===== src/rtl/dram_addr_demux_if.sv =====
// DRAM strobe/address pin bundle plus the decoded access/refresh outputs.
interface dram_addr_demux_if #(
   parameter int AW = 8
);
   logic            nras;
   logic            ncas;
   logic            nwe;
   logic [AW-1:0]   ma;
   logic [2*AW-1:0] addr;
   logic            acc_valid;
   logic            acc_write;
   logic            page_hit;
   logic            refresh;
   logic [AW-1:0]   refresh_row;
   logic            proto_err;

   modport master (
      output nras, ncas, nwe, ma,
      input  addr, acc_valid, acc_write, page_hit, refresh, refresh_row, proto_err
   );

   modport slave (
      input  nras, ncas, nwe, ma,
      output addr, acc_valid, acc_write, page_hit, refresh, refresh_row, proto_err
   );
endinterface


===== src/rtl/dram_addr_demux.sv =====
// Snoops asynchronous DRAM strobes and rebuilds {row,col} accesses, refreshes and protocol errors.
//   state | meaning
//   IDLE  | RAS high, waiting for a RAS fall
//   ROW   | row latched, waiting for a CAS fall or RAS rise
//   COL   | column captured, CAS low
//   HOLD  | CBR refresh or bad strobe cycle, waiting for RAS rise
module dram_addr_demux #(
   parameter int AW          = 8,
   parameter int SYNC_STAGES = 2   // legal 2..4
) (
   input logic               clk,
   input logic               rst_n,
   dram_addr_demux_if.slave  bus
);

   typedef enum logic [1:0] {IDLE, ROW, COL, HOLD} state_t;

   state_t state, state_nxt;

   // Sync stages [SYNC_STAGES-1:0]; bit SYNC_STAGES is the edge-detect reference.
   logic [SYNC_STAGES:0]   ras_sh;
   logic [SYNC_STAGES:0]   cas_sh;
   logic [SYNC_STAGES-1:0] nwe_sh;
   logic [AW-1:0]          ma_sh [SYNC_STAGES];

   logic            ras_fall, ras_rise, cas_fall, cas_rise, cas_low;
   logic            nwe_cur;
   logic [AW-1:0]   ma_cur;

   logic            acc_fire, cbr_fire, ror_fire, err_fire, row_ld;

   logic [AW-1:0]   row_q;
   logic [AW-1:0]   cbr_cnt;
   logic            cas_seen;
   logic [2*AW-1:0] addr_q;
   logic            acc_valid_q, acc_write_q, page_hit_q, refresh_q, proto_err_q;
   logic [AW-1:0]   refresh_row_q;

   always_ff @(posedge clk or negedge rst_n) begin
      if (!rst_n) begin
         ras_sh <= '1;
         cas_sh <= '1;
         nwe_sh <= '1;
         for (int i = 0; i < SYNC_STAGES; i++) ma_sh[i] <= '0;
      end else begin
         ras_sh   <= {ras_sh[SYNC_STAGES-1:0], bus.nras};
         cas_sh   <= {cas_sh[SYNC_STAGES-1:0], bus.ncas};
         nwe_sh   <= {nwe_sh[SYNC_STAGES-2:0], bus.nwe};
         ma_sh[0] <= bus.ma;
         for (int i = 1; i < SYNC_STAGES; i++) ma_sh[i] <= ma_sh[i-1];
      end
   end

   assign ras_fall = ras_sh[SYNC_STAGES]  & ~ras_sh[SYNC_STAGES-1];
   assign ras_rise = ~ras_sh[SYNC_STAGES] &  ras_sh[SYNC_STAGES-1];
   assign cas_fall = cas_sh[SYNC_STAGES]  & ~cas_sh[SYNC_STAGES-1];
   assign cas_rise = ~cas_sh[SYNC_STAGES] &  cas_sh[SYNC_STAGES-1];
   assign cas_low  = ~cas_sh[SYNC_STAGES-1];
   assign nwe_cur  = nwe_sh[SYNC_STAGES-1];
   assign ma_cur   = ma_sh[SYNC_STAGES-1];

   always_ff @(posedge clk or negedge rst_n) begin
      if (!rst_n) state <= IDLE;
      else        state <= state_nxt;
   end

   always_comb begin
      state_nxt = state;
      case (state)
         IDLE: if (ras_fall) state_nxt = (cas_low) ? HOLD : ROW;
         ROW:  if (ras_rise) state_nxt = IDLE;
               else if (cas_fall) state_nxt = COL;
         COL:  if (ras_rise) state_nxt = IDLE;
               else if (cas_rise) state_nxt = ROW;
         HOLD: if (ras_rise) state_nxt = IDLE;
         default: state_nxt = IDLE;
      endcase
   end

   // A RAS rise in ROW wins over a coincident CAS fall: the access is incomplete.
   always_comb begin
      acc_fire = 1'b0;
      cbr_fire = 1'b0;
      ror_fire = 1'b0;
      err_fire = 1'b0;
      row_ld   = 1'b0;
      case (state)
         IDLE: if (ras_fall) begin
            if (cas_fall)     err_fire = 1'b1;
            else if (cas_low) cbr_fire = 1'b1;
            else              row_ld   = 1'b1;
         end
         ROW: if (ras_rise)      ror_fire = ~cas_seen;
              else if (cas_fall) acc_fire = 1'b1;
         default: ;
      endcase
   end

   always_ff @(posedge clk or negedge rst_n) begin
      if (!rst_n) begin
         row_q         <= '0;
         cbr_cnt       <= '0;
         cas_seen      <= 1'b0;
         addr_q        <= '0;
         acc_valid_q   <= 1'b0;
         acc_write_q   <= 1'b0;
         page_hit_q    <= 1'b0;
         refresh_q     <= 1'b0;
         refresh_row_q <= '0;
         proto_err_q   <= 1'b0;
      end else begin
         acc_valid_q <= acc_fire;
         refresh_q   <= cbr_fire | ror_fire;
         proto_err_q <= err_fire;
         if (row_ld) begin
            row_q    <= ma_cur;
            cas_seen <= 1'b0;
         end
         if (acc_fire) begin
            addr_q      <= {row_q, ma_cur};
            acc_write_q <= ~nwe_cur;
            page_hit_q  <= cas_seen;
            cas_seen    <= 1'b1;
         end
         if (cbr_fire) begin
            refresh_row_q <= cbr_cnt;
            cbr_cnt       <= cbr_cnt + 1'b1;
         end
         if (ror_fire) refresh_row_q <= row_q;
      end
   end

   assign bus.addr        = addr_q;
   assign bus.acc_valid   = acc_valid_q;
   assign bus.acc_write   = acc_write_q;
   assign bus.page_hit    = page_hit_q;
   assign bus.refresh     = refresh_q;
   assign bus.refresh_row = refresh_row_q;
   assign bus.proto_err   = proto_err_q;

endmodule


===== src/flat_wrapper.sv =====
// flat-port wrapper written by rule: the top's interface ports become plain ports
module dram_addr_demux_flat 
#(
   parameter int AW          = 8,
   parameter int SYNC_STAGES = 2                
)
  (clk, rst_n, bus_nras, bus_ncas, bus_nwe, bus_ma, bus_addr, bus_acc_valid, bus_acc_write, bus_page_hit, bus_refresh, bus_refresh_row, bus_proto_err);
  dram_addr_demux_if #(.AW(AW)) bus_i ();
  input logic clk;
  input logic rst_n;
  input wire logic [$bits(bus_i.nras)-1:0] bus_nras;
  input wire logic [$bits(bus_i.ncas)-1:0] bus_ncas;
  input wire logic [$bits(bus_i.nwe)-1:0] bus_nwe;
  input wire logic [$bits(bus_i.ma)-1:0] bus_ma;
  output wire logic [$bits(bus_i.addr)-1:0] bus_addr;
  output wire logic [$bits(bus_i.acc_valid)-1:0] bus_acc_valid;
  output wire logic [$bits(bus_i.acc_write)-1:0] bus_acc_write;
  output wire logic [$bits(bus_i.page_hit)-1:0] bus_page_hit;
  output wire logic [$bits(bus_i.refresh)-1:0] bus_refresh;
  output wire logic [$bits(bus_i.refresh_row)-1:0] bus_refresh_row;
  output wire logic [$bits(bus_i.proto_err)-1:0] bus_proto_err;
  assign bus_i.nras = bus_nras;
  assign bus_i.ncas = bus_ncas;
  assign bus_i.nwe = bus_nwe;
  assign bus_i.ma = bus_ma;
  assign bus_addr = bus_i.addr;
  assign bus_acc_valid = bus_i.acc_valid;
  assign bus_acc_write = bus_i.acc_write;
  assign bus_page_hit = bus_i.page_hit;
  assign bus_refresh = bus_i.refresh;
  assign bus_refresh_row = bus_i.refresh_row;
  assign bus_proto_err = bus_i.proto_err;
  dram_addr_demux #(.AW(AW), .SYNC_STAGES(SYNC_STAGES)) u_core (.clk(clk), .rst_n(rst_n), .bus(bus_i));
endmodule

===== config.mk =====
export PLATFORM = sky130hd
export DESIGN_NAME = dram_addr_demux_flat
export DESIGN_NICKNAME = d
export VERILOG_FILES = /design/src/rtl/dram_addr_demux_if.sv /design/src/rtl/dram_addr_demux.sv /design/src/flat_wrapper.sv
export SDC_FILE = /design/constraint.sdc
export NUM_CORES = 1
export LEC_CHECK = 0
export CAP_MARGIN = 5
export CORE_AREA = 10 10 106 108
export CTS_CLUSTER_SIZE = 14
export DETAILED_ROUTE_END_ITERATION = 10
export DIE_AREA = 0 0 116 118
export DONT_BUFFER_PORTS = 1
export GPL_TIMING_DRIVEN = 1
export PLACE_DENSITY_LB_ADDON = 0.08
export SLEW_MARGIN = 20
export SYNTH_ARGS = -nofsm -noshare
export SYNTH_HDL_FRONTEND = slang
export SYNTH_SLANG_ARGS = --single-unit
export TNS_END_PERCENT = 20

===== constraint.sdc =====
create_clock -name clk -period 2.7 [get_ports clk]
set_clock_uncertainty 0.2 [all_clocks]
set_input_delay 0.405 -clock clk [delete_from_list [all_inputs] [get_ports clk]]
set_output_delay 0.405 -clock clk [all_outputs]
set_load 0.1 [all_outputs]

==> summary.md <==
| Metric | Value |
|---|---|
| Worst Hold Class | flop to flop |
| Commonest non-fill, non-tap cell in the layout | dfrtp_1 |
| Period minus WS final | 2.10 ns |
| GR Overflow Total | 0 |
| Final ANT Viol Nets | 0 |
| Die height | 118 um |
| 1st-pass router iterations | 4 |
| Synth warn | 0 |
| H-Tree Depth | 3 |
| Proportion of layout cells with a drive suffix above 1 | 0.307 |
| Clock Sinks | 72 |
| Routed vias | 1527 |
| Area growth syn-to-layout | 20.9% |
| Cts bufs inserted | 9 |
| All-layer global routing usage | 0.0865 |
| Clock buffer depth | 2 |
| RSZ-0062 raised after global routing | no |
| Crit Path Category | flop to flop |
| Period utilization | 0.779 |
| Final setup violation count | 0 |
| Die X-Extent | 116 um |
| Initial Util | 0.293 |
| CP Data Required Time | 2.72 ns |
| Number of synthesized flops with an enable pin | 0 |
| Crit-path max FO | 9 |
| Netlist cell types | 35 |
| WL final | 5410 um |
| Max Cap Viol | 0 |
| Final Hold Fails | 0 |
| Slew Viols, Final | 0 |
| Ant. Diodes | 0 |
| Post-DP HPWL | 3710 um |
| Worst-path clk slew | 0.08 ns |
| Top FF cell, synth | dfrtp_1 |
| Via density | 4.73 |
| Final Wtd Congestion | 0.793 |
| Pin count of the biggest net entering global routing | 73 |
| Core area | 9110 um^2 |
| Setup_tns | 0 ns |
| Starting DRC count in detailed routing | 36 |
| Mapped Nets | 198 |
| Die Area | 13700 um^2 |
| Buffers on Ports | 0 |
| Most frequent cells in the layout | dfrtp_1, mux2_2, dlygate4sd3_1 |
| Global-route wire length before repair | 9140 um |
| Crit start category | flop |
| Register area share after synthesis | 0.679 |
| Final nets | 221 |
| Peak Freq | 0.475 GHz |
| Drc violations | 0 |
| Worst-Margin Slew | 0.932 ns |
| Initial antenna violation count | 0 |
| Status | complete, no violations |
| Critical Path Sink Type | flop |
| Worst skew pair latency | 0.33 ns |
| Post-synthesis async set-or-reset flop share | 1.00 |
| Io pins | 42 |
| Post-Synthesis Cells | 184 |
| CTS tree | yes |
| Synth Cell Area | 2670 um^2 |
| Mapped Avg Cell Area | 14.5 um^2 |
| Root Buffer | clkbuf_8 |
| Vias in the first global route | 1635 |
| CP arrival | 2.12 ns |
| Post-synthesis register bit count | 72 |
| Wire length per cell | 16.7 um |
| Relative slew margins | 0.379 |
| Rows | 35 |
-- cell usage after synthesis, types with 3 or more instances --
master	instances	area (um^2)
nand4_1	4	25.0
o21ai_0	8	40.0
xnor2_1	7	61.3
inv_1	3	11.3
a31oi_1	7	43.8
nand2_1	3	11.3
clkbuf_1	3	11.3
a21oi_1	4	20.0
mux2_2	26	293
nand3_1	9	45.0
dfrtp_1	64	1600
nor3_1	8	40.0
dfstp_2	8	210
buf_2	3	15.0
buf_6	3	33.8
-- flip-flops by register name, summed over array words and instances, names as in the netlist --
register and cells:
u_core.cas_seen 1, u_core.cas_sh 3, u_core.bus.refresh 1, u_core.bus.addr 16
u_core.bus.proto_err 1, u_core.ma_cur 8, u_core.row_q 8, u_core.bus.acc_write 1
u_core.bus.acc_valid 1, u_core.ma_sh 8, u_core.cbr_cnt 8, u_core.bus.refresh_row 8
u_core.bus.page_hit 1, u_core.ras_sh 3, u_core.state 2, u_core.nwe_sh 2
-- cell type report --
type                       instances  area (um^2)
inverter                           3         11.3
multi-input combinational         99          781
clock inverter                     6          130
fill                             878         5880
timing repair buffer              22          215
clock buffer                      10          138
sequential                        72         1810
tap                              111          139
-- final timing paths --
kind                                        from                         to  slack, ns  depth (start not counted)
worst min-delay path            u_core.ma_sh[12]           u_core.ma_cur[4]       0.15                          0
worst max-delay path            u_core.ras_sh[1]  u_core.bus.refresh_row[0]       0.60                          3
max in group asynchronous                  rst_n           u_core.cas_sh[2]       1.53                          2
min in group asynchronous                  rst_n  u_core.bus.refresh_row[4]       0.44                          2
worst max register to register  u_core.ras_sh[1]  u_core.bus.refresh_row[0]       0.60                          3
worst min register to register  u_core.ma_sh[12]           u_core.ma_cur[4]       0.15                          0
-- routing by layer --
layer / vias up / track usage / share of wire
li1: 700 / - / -
met5: - / 0 / 0
met4: 0 / 0.0399 / 0.0067
met3: 2 / 0.0408 / 0.074
met2: 50 / 0.125 / 0.46
met1: 775 / 0.106 / 0.46
-- stage by stage --
step / hold WS [ns] / instances / utilization / setup slack (ns) / instance area (um^2)
2_1_floorplan: -0.0906 / 184 / - / 0.781 / 2670
3_3_place_gp: -0.0876 / 294 / 0.309 / 0.649 / 2810
3_5_place_dp: -0.0863 / 294 / 0.309 / 0.624 / 2810
4_1_cts: 0.151 / 323 / 0.354 / 0.597 / 3230
5_1_grt: 0.163 / 323 / 0.354 / 0.449 / 3230
6_report: 0.149 / 323 / 0.354 / 0.596 / 3230
-- cells by family after synthesis --
logic type / synth area share
muxes: 0.113
adders and majority gates: 0.00469
buffers and inverters: 0.0286
AOI/OAI and AO/OA: 0.0530
DFF: 0.679
and+or+nand+nor: 0.0985
xor gates and xnor gates: 0.0230
-- repair_timing --
item | in CTS | in global routing
hold buffers | 13 | 0
endpoints found under the hold margin | 83 | 0
setup endpoints to repair | 0 | 0
resized for setup | 0 | 0
buffers inserted | 0 | 0
-- worst max-delay path, stage by stage, from the launching register on --
cell       delay (ns)
dfstp_2          0.61
nand4bb_1        0.32
or2_0            0.46
a311o_1          0.41
Power is not shown: default switching activity piles up to over one toggle a cycle in this logic, so the estimate is an artifact.
